**config.mk**
```make
export PLATFORM = sky130hd
export DESIGN_NAME = controller_input_flat
export DESIGN_NICKNAME = d
export VERILOG_FILES = /design/src/rtl/controller_input_if.sv /design/src/rtl/controller_input.sv /design/src/flat_wrapper.sv
export SDC_FILE = /design/constraint.sdc
export NUM_CORES = 1
export LEC_CHECK = 0
export BUFFER_PORTS_ARGS = -buffer_cell sky130_fd_sc_hd__buf_4
export CAP_MARGIN = 0
export CORE_MARGIN = 5
export CORE_UTILIZATION = 60
export DETAILED_ROUTE_END_ITERATION = 16
export PLACE_DENSITY = 0.75
export SYNTH_ARGS = -nofsm -noshare
export SYNTH_HDL_FRONTEND = slang
export SYNTH_SLANG_ARGS = --single-unit
```
**constraint.sdc**
```tcl
create_clock -name clock -period 2.59 [get_ports clock]
set_input_delay 0 -clock clock [delete_from_list [all_inputs] [get_ports clock]]
set_output_delay 0 -clock clock [all_outputs]
set_load 0.005 [all_outputs]
```
**src/rtl/controller_input_if.sv**
```systemverilog
// Purpose : groups the controller pins, mmio read strobes and controller words into one port bundle.
// Latency : none; this file holds wiring only.
// Backpres: none; the read strobes are single-cycle and are never stalled.
// Signals : btn_raw[15:0] raw active-low pins ([7:0] player 1, [15:8] player 2);
//           rd_p1/rd_p2 mmio read strobes; p1_word/p2_word controller words; any_press debug OR.
// Modports: master = the mmio/pin side that drives the block; slave = controller_input.
interface controller_input_if;
    logic [15:0] btn_raw;
    logic        rd_p1;
    logic        rd_p2;
    logic [31:0] p1_word;
    logic [31:0] p2_word;
    logic        any_press;

    modport master (
        output btn_raw, rd_p1, rd_p2,
        input  p1_word, p2_word, any_press
    );

    modport slave (
        input  btn_raw, rd_p1, rd_p2,
        output p1_word, p2_word, any_press
    );
endinterface

```
**src/rtl/controller_input.sv**
```systemverilog
// Purpose : synchronizes, debounces and tracks two 8-button controllers, with sticky press and missed-press bits.
// Latency : a clean pin change shows in the held/sticky fields 2+DEBOUNCE_CYCLES clocks later; rd clears on the next edge.
// Backpres: none; the rd_p1/rd_p2 strobes are level-sensitive and clear on every cycle they are high.
// Ports   : clock, reset_btn (async active-low) plus bus (controller_input_if.slave):
//           btn_raw in, rd_p1/rd_p2 in, p1_word/p2_word out ({15'b0, missed, sticky[7:0], held[7:0]}), any_press out.
// Option  : define CTRL_TURBO_EN for auto-repeat press events every REPEAT_CYCLES while a button is held.
module controller_input #(
    parameter int DEBOUNCE_CYCLES = 250000,
    parameter int CNT_W           = 18,
    parameter int REPEAT_CYCLES   = 5000000
) (
    input  logic               clock,
    input  logic               reset_btn,
    controller_input_if.slave  bus
);

    if (DEBOUNCE_CYCLES < 1) begin : g_bad_debounce
        $error("controller_input: DEBOUNCE_CYCLES must be >= 1");
    end
    if ((64'd1 << CNT_W) <= 64'(DEBOUNCE_CYCLES)) begin : g_bad_cnt_w
        $error("controller_input: CNT_W too narrow for DEBOUNCE_CYCLES");
    end
    if (REPEAT_CYCLES < 1) begin : g_bad_repeat
        $error("controller_input: REPEAT_CYCLES must be >= 1");
    end

    localparam logic [CNT_W-1:0] CNT_LAST = CNT_W'(DEBOUNCE_CYCLES - 1);

    logic [15:0]      s1, s2;
    logic [15:0]      stable, stable_nxt;
    logic [15:0]      sticky, sticky_nxt;
    logic [1:0]       missed, missed_nxt;
    logic             any_q;
    logic [CNT_W-1:0] cnt     [16];
    logic [CNT_W-1:0] cnt_nxt [16];
    logic [15:0]      press;
    logic [15:0]      rd_vec;

`ifdef CTRL_TURBO_EN
    localparam int RPT_W = (REPEAT_CYCLES > 1) ? $clog2(REPEAT_CYCLES) : 1;
    localparam logic [RPT_W-1:0] RPT_LAST = RPT_W'(REPEAT_CYCLES - 1);

    logic [RPT_W-1:0] rpt     [16];
    logic [RPT_W-1:0] rpt_nxt [16];
    logic [15:0]      rpt_fire;
`endif

    assign rd_vec = {{8{bus.rd_p2}}, {8{bus.rd_p1}}};

    always_comb begin
        stable_nxt = stable;
        for (int i = 0; i < 16; i++) begin
            cnt_nxt[i] = cnt[i];
            if (s2[i] == stable[i]) begin
                cnt_nxt[i] = '0;
            end else if (cnt[i] == CNT_LAST) begin
                stable_nxt[i] = s2[i];
                cnt_nxt[i]    = '0;
            end else begin
                cnt_nxt[i] = cnt[i] + CNT_W'(1);
            end
        end
    end

`ifdef CTRL_TURBO_EN
    // The repeat counter only starts the cycle after the initial press, so the
    // first repeat lands exactly REPEAT_CYCLES clocks after that press event.
    always_comb begin
        rpt_fire = '0;
        for (int i = 0; i < 16; i++) begin
            rpt_nxt[i] = '0;
            if (stable[i]) begin
                if (rpt[i] == RPT_LAST) begin
                    rpt_fire[i] = 1'b1;
                    rpt_nxt[i]  = '0;
                end else begin
                    rpt_nxt[i] = rpt[i] + RPT_W'(1);
                end
            end
        end
    end

    assign press = (stable_nxt & ~stable) | rpt_fire;
`else
    assign press = stable_nxt & ~stable;
`endif

    // Set wins over the read strobe for both sticky and missed bits, so a press
    // landing on the same edge as a read is never lost.
    always_comb begin
        sticky_nxt    = press | (sticky & ~rd_vec);
        missed_nxt[0] = (|(press[7:0]  & sticky[7:0]))  | (missed[0] & ~bus.rd_p1);
        missed_nxt[1] = (|(press[15:8] & sticky[15:8])) | (missed[1] & ~bus.rd_p2);
    end

    always_ff @(posedge clock or negedge reset_btn) begin
        if (!reset_btn) begin
            s1     <= '0;
            s2     <= '0;
            stable <= '0;
            sticky <= '0;
            missed <= '0;
            any_q  <= 1'b0;
            for (int i = 0; i < 16; i++) begin
                cnt[i] <= '0;
`ifdef CTRL_TURBO_EN
                rpt[i] <= '0;
`endif
            end
        end else begin
            // Invert the pull-up pins so a released button is 0 from reset onward.
            s1     <= ~bus.btn_raw;
            s2     <= s1;
            stable <= stable_nxt;
            sticky <= sticky_nxt;
            missed <= missed_nxt;
            any_q  <= |sticky_nxt;
            for (int i = 0; i < 16; i++) begin
                cnt[i] <= cnt_nxt[i];
`ifdef CTRL_TURBO_EN
                rpt[i] <= rpt_nxt[i];
`endif
            end
        end
    end

    assign bus.p1_word   = {15'b0, missed[0], sticky[7:0],  stable[7:0]};
    assign bus.p2_word   = {15'b0, missed[1], sticky[15:8], stable[15:8]};
    assign bus.any_press = any_q;

endmodule

```
**src/flat_wrapper.sv**
```systemverilog
// flat-port wrapper written by rule: the top's interface ports become plain ports
module controller_input_flat 
#(
    parameter int DEBOUNCE_CYCLES = 250000,
    parameter int CNT_W           = 18,
    parameter int REPEAT_CYCLES   = 5000000
)
  (clock, reset_btn, bus_btn_raw, bus_rd_p1, bus_rd_p2, bus_p1_word, bus_p2_word, bus_any_press);
  controller_input_if bus_i ();
  input  logic clock;
  input  logic reset_btn;
  input wire logic [$bits(bus_i.btn_raw)-1:0] bus_btn_raw;
  input wire logic [$bits(bus_i.rd_p1)-1:0] bus_rd_p1;
  input wire logic [$bits(bus_i.rd_p2)-1:0] bus_rd_p2;
  output wire logic [$bits(bus_i.p1_word)-1:0] bus_p1_word;
  output wire logic [$bits(bus_i.p2_word)-1:0] bus_p2_word;
  output wire logic [$bits(bus_i.any_press)-1:0] bus_any_press;
  assign bus_i.btn_raw = bus_btn_raw;
  assign bus_i.rd_p1 = bus_rd_p1;
  assign bus_i.rd_p2 = bus_rd_p2;
  assign bus_p1_word = bus_i.p1_word;
  assign bus_p2_word = bus_i.p2_word;
  assign bus_any_press = bus_i.any_press;
  controller_input #(.DEBOUNCE_CYCLES(DEBOUNCE_CYCLES), .CNT_W(CNT_W), .REPEAT_CYCLES(REPEAT_CYCLES)) u_core (.clock(clock), .reset_btn(reset_btn), .bus(bus_i));
endmodule
```
* Yosys cells after proc, flatten, opt, wreduce, memory -nomap -nowiden
Cells that the tools add are included.
Word-level totals: input bits 20, word-level logic and storage cells 151, output and inout port bits 65, register bits 355
Operators by class: equality and inequality tests 32, reduce and logical (&&, ||, !) cells 3, $add $sub $neg 16, muxes and demuxes 64, bitwise gates (word level) 14
Operators by type and width (count):
- two-way mux 18 bit | 32
- adder 18 x 1 -> 18 bit (second input constant) | 16
- == test 18 bit (second input constant) | 16
- inverter 16 bit | 3
- bitwise AND 16 bit | 2
- two-way mux 1 bit | 32
- bitwise AND 8 bit | 2
- == test 1 bit | 16
- OR 16 bit | 1
- OR reduction 16 bit | 1
- OR reduction 8 bit | 2
- bitwise AND 1 bit | 2
- inverter 1 bit | 2
- OR 1 bit | 2

* Longest topological paths before layout
Gate-level depths: netlist of the first run.
depth in word-level cells 7, depth in mapped cells 7

* Worst setup path after synthesis of the first run
Ideal clock, no wire load.
kind register to register, start point register u_core.cnt[18] (netlist name), end point register u_core.cnt[25] (netlist name), data required time 2.469 ns, arrival time 1.917 ns, clock period less this slack 2.039 ns, setup slack 0.551 ns, path buffers 1, cell stages (with the launch flop) 7, cell sequence dfrtp_1 -> ha_1 -> nand3_1 -> or4_1 -> o21ai_1 -> buf_2 -> nor2_1
RTL lines:
- from (decl) | RTL line controller_input.sv:34 | logic [CNT_W-1:0] cnt [16];
- from (signal, indexed assignment) | RTL line controller_input.sv:119 | cnt[i] <= cnt_nxt[i];

* Worst setup path in the final report of the first run
start point register u_core.cnt[6] (netlist name), end point register u_core.any_q, in the netlist u_core.bus.any_press
Between the ends: cells in the longest elaborated chain, start to end 6
RTL lines:
- == test 18 bit | RTL line controller_input.sv:56 | end else if (cnt[i] == CNT_LAST) begin
- two-way mux 1 bit | RTL line controller_input.sv:56
- two-way mux 1 bit | RTL line controller_input.sv:54 | if (s2[i] == stable[i]) begin
- bitwise AND 16 bit | RTL line controller_input.sv:85 | assign press = stable_nxt & ~stable;
- OR 16 bit | RTL line controller_input.sv:91 | sticky_nxt = press | (sticky & ~rd_vec);
- via u_core.sticky_nxt[15] | RTL line controller_input.sv:31 | logic [15:0] sticky, sticky_nxt;
- OR reduction 16 bit | RTL line controller_input.sv:117 | any_q <= |sticky_nxt;
- to (signal assigned) | RTL line controller_input.sv:117
- to (decl) | RTL line controller_input.sv:33 | logic any_q;
The timed path passes the listed nets, and every way through them passes these cells.

==> results of run 1 <==
## sequential cells by signal, indices dropped and copies added (netlist names)
register,cells
u_core.cnt,288
u_core.sticky,16
u_core.s1,16
u_core.stable,16
u_core.missed,2
u_core.bus.any_press,1
u_core.s2,16
## what timing repair did
item                                    in CTS  in global routing
endpoints found under the setup margin       0                  0
hold endpoints to repair                   110                  0
hold buffers                                19                  0
## how the worst max path moves through the flow
| stage | end | cells past startpoint |
|---|---|---|
| finish | u_core.bus.any_press | 5 |
| global route | u_core.bus.any_press | 6 |
| CTS | u_core.bus.any_press | 5 |
| detailed placement | u_core.bus.any_press | 5 |
| global placement | u_core.bus.any_press | 5 |
| floorplan | u_core.cnt[25] | 6 |
## critical path: stages, from the launching register on
cell and delay, ns:
sky130_fd_sc_hd__dfrtp_1 0.41, sky130_fd_sc_hd__or4b_1 0.52, sky130_fd_sc_hd__or3_1 0.35, sky130_fd_sc_hd__o32ai_1 0.68, sky130_fd_sc_hd__nor4_1 0.18, sky130_fd_sc_hd__nand4_1 0.12
## Yosys cell counts, drive strengths merged
cell type  number
nand2          88
ha             16
o22ai           2
nand2b         30
a32oi           1
nor2b           5
and4           20
o31ai           8
or4             7
a2111oi         1
a221oi          1
and2           24
o21ai          26
inv            74
and4b           2
or2            14
nand3          73
nor4bb          1
nor3b           1
o32ai           7
nor4b           8
conb            1
nand4          81
and3           22
xnor2         126
o41ai           1
o311a           1
or3            31
a311oi          1
nor2          316
clkbuf         12
xor2          125
or4b            8
dfrtp         355
nor4           32
a21oi          20
nor3           39
nand4b         14
o41a            1
buf            43
mux2           16
## per-layer routing
metal	up-vias	track usage (%)	routed length, µm
met5	-	0	0
met4	0	5.00	582
met3	46	3.20	1200
met1	5742	30.4	15100
li1	5751	-	-
met2	202	34.1	15200
## report_power, final
group / internal [mW] / total (mW) / switching, mW
Clock: 3.07 / 5.14 / 2.07
Sequential: 5.63 / 5.71 / 0.0750
Combinational: 0.141 / 0.419 / 0.278
Total: 8.85 / 11.3 / 2.42
## area by class of cell
cell class / count / area, µm²
multi-input cells: 1199 / 7260
inverters: 74 / 278
flip-flops and latches: 355 / 8880
clock buffers: 56 / 1120
fillers: 2110 / 8760
well taps: 378 / 473
clock inverters: 7 / 63.8
repair buffers: 91 / 788
## cells by family after synthesis
group | synth area share, %
fa+ha+maj | 1.20
simple gates | 24.8
compound gates | 2.67
xor+xnor | 13.2
flops | 53.3
other cells | 0.0225
buf+inv | 3.75
mux | 1.08
==> impl_summary.txt, run 1 <==
----------------------------------------------------
[Run status]
  Status ... completed

[Placed design]
  Count of port buffers added during placement ... 54
  Routability congestion estimate ... 0.830
  Post-DP HPWL ... 21500 µm
  Placed Cells incl. Taps ... 2078
  Pre-CTS setup slack ... 0.301 ns
  Area post-placement ... 17500 µm²

[CTS]
  H-tree depth reported by CTS ... 2
  Quantity of gates resized following cts ... 0
  # Post-CTS Setup Buffers ... 0
  Number of buffers created by CTS ... 37
  Reg clk slew, reported paths ... 0.06 ns
  Clock Path Buffers ... 3
  Insertion delay to the later sink of the worst-skew pair ... 0.51 ns
  Root buf cell ... sky130_fd_sc_hd__clkbuf_16
  CTS tree ... built
  CTS Sinks ... 355

[Setup path]
  Reg2Reg Launch Point ... u_core.cnt[6]
  Register-to-register setup slack ... 0.26 ns
  CP Data Required Time ... 3.02 ns
  Critical path startpoint ... u_core.cnt[6]
  CP Capture Type ... flop
  Kind of start point of the critical path ... flop
  Startpoint-to-endpoint class of the critical path ... reg -> reg
  Reg2reg end ... u_core.bus.any_press
  Biggest fanout along the worst timing path ... 5
  Number of cell instances on the worst register-to-register path ... 5
  Arrival time at the worst endpoint ... 2.76 ns

[Timing]
  Post-layout min period ... 2.33 ns
  Slew @ Worst Pin ... 0.752 ns
  Final Hold Violating Endpoints ... 0
  Setup repair after global routing missed its margin ... no
  Clock skew after layout ... 0.0172 ns
  Worst-case hold slack ... 0.0930 ns
  Count of pins over their slew limit ... 0
  Final Setup Violations ... 0
  Fraction of the cycle the final worst path needs ... 90.1%
  Final worst-path setup slack ... 0.258 ns
  Sum of negative setup slack ... 0 ns
  Highest clock frequency the design can meet ... 429 MHz
  Remaining max-slew budget at the tightest pin ... 49.4%

[Power and ir drop]
  Power density over the cells ... 597 nW/µm²
  Leakage power ... 8.13 nW
  Worst IR drop on VDD ... 0.448 mV
  Overall power of the completed layout ... 11.3 mW

[Drt]
  Remaining antenna violation count ... 0
  DR pass1 iterations ... 5
  Vias ... 11741
  Total length of routed wires ... 32000 µm
  Via-to-Cell Ratio ... 5.44
  DRC violation total after the first TritonRoute iteration ... 654
  # DRC ... 0
  Detailed-route wire length per cell ... 14.8 µm

[Synthesis]
  Count of cell types in the netlist ... 47
  Post-synthesis average cell area ... 10.1 µm²
  Library cell occupying the most area in the post-synthesis netlist ... sky130_fd_sc_hd__dfrtp_1
  Synthesis-stage register bit count ... 355
  Top post-synthesis cells by area ... sky130_fd_sc_hd__dfrtp_1 53%, sky130_fd_sc_hd__nor2_1 7.1%, sky130_fd_sc_hd__xnor2_1 6.6%, sky130_fd_sc_hd__xor2_1 6.6%, sky130_fd_sc_hd__nand4_1 3.0%
  Post-synthesis sequential area ratio ... 53.3%
  Synth top area share ... 53.3%
  Count of mapped cells out of synthesis ... 1654
  Count of warnings emitted by yosys ... 0
  Synthesized cell area ... 16700 µm²

[Layout]
  Layout cells sized above 1 ... 9.15%
  Final cell area excluding filler cells ... 18900 µm²
  Syn-to-layout area delta ... 13.2%
  Core Util, Final ... 68.3%
  Most common cell after layout, fill and taps aside ... sky130_fd_sc_hd__dfrtp_1
  Number of non-filler instances in the completed layout ... 2160
  Net count reported at finish ... 1794
  Top library cells by usage in the layout, fill and taps aside ... 355 x sky130_fd_sc_hd__dfrtp_1, 316 x sky130_fd_sc_hd__nor2_1, 126 x sky130_fd_sc_hd__xnor2_1
  Count of antenna diodes in the layout ... 0

[GRT]
  Number of global-route vias before repair ... 11719
  Wire length of the first global-routing pass ... 55600 µm
  Largest net degree at the start of global routing ... 87
  Overflow left after global routing ... 0
  Total global routing track utilization ... 21.0%
  Antenna violations before repair ... 0

[Die]
  Chip Width ... 177 µm
  Die Y-Extent ... 177 µm
  Core Box Area ... 27600 µm²
  Starting Density ... 60.3%
  Top-level port count ... 85
  Std-Cell Rows ... 61
  Die Footprint ... 31200 µm²

[Min path]
  Path category of the worst min-delay check ... in -> async

[Flow run]
  Max-capacitance violation count ... 0

----------------------------------------------------
No activity file was read; power rests on OpenSTA's default activity.
==> run 2, diff against run 1 <==
Settings changed: CORE_UTILIZATION 60 to 50, GPL_TIMING_DRIVEN set to 0, PLACE_DENSITY 0.75 to 0.64.
==> impl_summary.txt, run 2 (synthesis gave the netlist of run 1 again) <==
----------------------------------------------------
[Drt]
  DRC violation total after the first TritonRoute iteration ... 687 (was 654)
  # DRC ... 0 (unchanged)
  Via-to-Cell Ratio ... 5.19 (was 5.44)
  Vias ... 11770 (was 11741)
  Detailed-route wire length per cell ... 14.1 µm (was 14.8 µm)
  Total length of routed wires ... 32100 µm (was 32000 µm)
  Remaining antenna violation count ... 0 (unchanged)
  DR pass1 iterations ... 5 (unchanged)

[Placed design]
  Routability congestion estimate ... 0.827 (was 0.830)
  Placed Cells incl. Taps ... 2181 (was 2078)
  Pre-CTS setup slack ... 0.0776 ns (was 0.301 ns)
  Count of port buffers added during placement ... 53 (was 54)
  Area post-placement ... 17800 µm² (was 17500 µm²)
  Post-DP HPWL ... 21600 µm (was 21500 µm)

[Setup path]
  Critical path startpoint ... u_core.cnt[6] (unchanged)
  Kind of start point of the critical path ... flop (unchanged)
  Startpoint-to-endpoint class of the critical path ... reg -> reg (unchanged)
  Biggest fanout along the worst timing path ... 5 (unchanged)
  Reg2reg end ... u_core.bus.any_press (unchanged)
  Reg2Reg Launch Point ... u_core.cnt[6] (unchanged)
  Register-to-register setup slack ... 0.07 ns (was 0.26 ns)
  CP Capture Type ... flop (unchanged)
  CP Data Required Time ... 3.04 ns (was 3.02 ns)
  Arrival time at the worst endpoint ... 2.97 ns (was 2.76 ns)
  Number of cell instances on the worst register-to-register path ... 5 (unchanged)

[CTS]
  Clock Path Buffers ... 3 (unchanged)
  Number of buffers created by CTS ... 40 (was 37)
  Root buf cell ... sky130_fd_sc_hd__clkbuf_16 (unchanged)
  CTS tree ... built (unchanged)
  Reg clk slew, reported paths ... 0.06 ns (about the same)
  H-tree depth reported by CTS ... 2 (unchanged)
  CTS Sinks ... 355 (unchanged)
  Insertion delay to the later sink of the worst-skew pair ... 0.53 ns (was 0.51 ns)

[Layout]
  Net count reported at finish ... 1835 (was 1794)
  Number of non-filler instances in the completed layout ... 2269 (was 2160)
  Largest register FFs ... 288 (unchanged)
  Layout cells sized above 1 ... 11.1% (was 9.15%)
  Multi-input logic area ... 7290 µm² (was 7260 µm²)
  Most common cell after layout, fill and taps aside ... sky130_fd_sc_hd__dfrtp_1 (unchanged)
  Count of antenna diodes in the layout ... 0 (unchanged)
  Flip-flop and latch area ... 8880 µm² (unchanged)
  Syn-to-layout area delta ... 15.9% (was 13.2%)
  Top library cells by usage in the layout, fill and taps aside ... 355 x sky130_fd_sc_hd__dfrtp_1, 316 x sky130_fd_sc_hd__nor2_1, 126 x sky130_fd_sc_hd__xnor2_1 (unchanged)
  Final cell area excluding filler cells ... 19300 µm² (was 18900 µm²)
  Register with the most flip-flops ... u_core.cnt (unchanged)
  Fill cells ... 2835 (was 2110)

[Die]
  Top-level port count ... 85 (unchanged)
  Std-Cell Rows ... 66 (was 61)
  Die Footprint ... 37100 µm² (was 31200 µm²)
  Core Box Area ... 32700 µm² (was 27600 µm²)
  Die Y-Extent ... 193 µm (was 177 µm)
  Chip Width ... 193 µm (was 177 µm)
  Starting Density ... 51.0% (was 60.3%)

[Timing]
  Slew @ Worst Pin ... 0.906 ns (was 0.752 ns)
  Final Hold Violating Endpoints ... 0 (unchanged)
  Count of pins over their slew limit ... 0 (unchanged)
  Fraction of the cycle the final worst path needs ... 97.3% (was 90.1%)
  Final Setup Violations ... 0 (unchanged)
  Remaining max-slew budget at the tightest pin ... 39.4% (was 49.4%)
  Highest clock frequency the design can meet ... 397 MHz (was 429 MHz)
  Post-layout min period ... 2.52 ns (was 2.33 ns)
  Final worst-path setup slack ... 0.0691 ns (was 0.258 ns)
  Clock skew after layout ... 0.0165 ns (was 0.0172 ns)

[Power and ir drop]
  Power density over the cells ... 606 nW/µm² (was 597 nW/µm²)
  Leakage power ... 8.34 nW (was 8.13 nW)
  Overall power of the completed layout ... 11.7 mW (was 11.3 mW)
  Worst IR drop on VDD ... 0.511 mV (was 0.448 mV)

[GRT]
  Total global routing track utilization ... 17.8% (was 21.0%)
  Overflow left after global routing ... 0 (unchanged)
  Antenna violations before repair ... 1 (was 0)
  Number of global-route vias before repair ... 11689 (was 11719)
  Largest net degree at the start of global routing ... 122 (was 87)
  Wire length of the first global-routing pass ... 55600 µm (unchanged)

[Run status]
  Status ... completed (unchanged)

[Min path]
  Path category of the worst min-delay check ... in -> async (unchanged)

[Flow run]
  Max-capacitance violation count ... 0 (unchanged)

----------------------------------------------------
## run 2: area by class of cell
cell class	count	share of cell area, %
Clock inverter	15	0.823
Multi-Input combinational cell	1199	37.8
Sequential cell	355	46.0
Buffer	55	1.80
Timing Repair Buffer	74	3.46
Clock buffer	55	5.85
Tap cell	442	2.86
Inverter	74	1.44
## run 2: timing repair
item	CTS	global route
resized for setup	0	5
endpoints found under the hold margin	143	0
setup buffers	0	0
hold buffers	18	0
endpoints found under the setup margin	0	19
## run 2: report_power, final
part	switching (mW)	leakage (nW)	internal, mW
Sequential	0.0716	4.85	5.63
Clock	2.21	0.634	3.34
Combinational	0.282	2.86	0.167
## run 2: through the flow
step	setup TNS [ns]	hold WS, ns	util [%]
floorplan	0	-0.296	-
CTS	0	0.121	59.0
global placement	-665.28	0.143	54.2
detailed placement	0	0.111	54.5
finish	0	0.140	59.0
global route	-0.00230	0.138	59.0
## run 2: worst max path at each step
stage | to | slack [ns] | cells after the start
2_1_floorplan | u_core.cnt[25] | 0.55 | 6
3_3_place_gp | u_core.cnt[102] | -1.92 | 1
6_report | u_core.bus.any_press | 0.07 | 5
4_1_cts | u_core.bus.any_press | 0.05 | 5
3_5_place_dp | u_core.bus.any_press | 0.08 | 5
5_1_grt | u_core.bus.any_press | -0.002 | 5
## run 2: per-layer routing
layer | GRT usage (%) | wire length, µm | vias to the layer above
li1 | - | - | 5850
met1 | 25.0 | 15300 | 5684
met2 | 28.2 | 14800 | 185
met3 | 3.67 | 1330 | 51
met4 | 5.29 | 678 | 0
met5 | 0 | 0 | -
## run 2: critical path: stages, from the launching register on
cell	delay [ns]
sky130_fd_sc_hd__dfrtp_1	0.42
sky130_fd_sc_hd__or4b_1	0.51
sky130_fd_sc_hd__or3_1	0.36
sky130_fd_sc_hd__o32ai_1	0.81
sky130_fd_sc_hd__nor4_2	0.19
sky130_fd_sc_hd__nand4_1	0.16
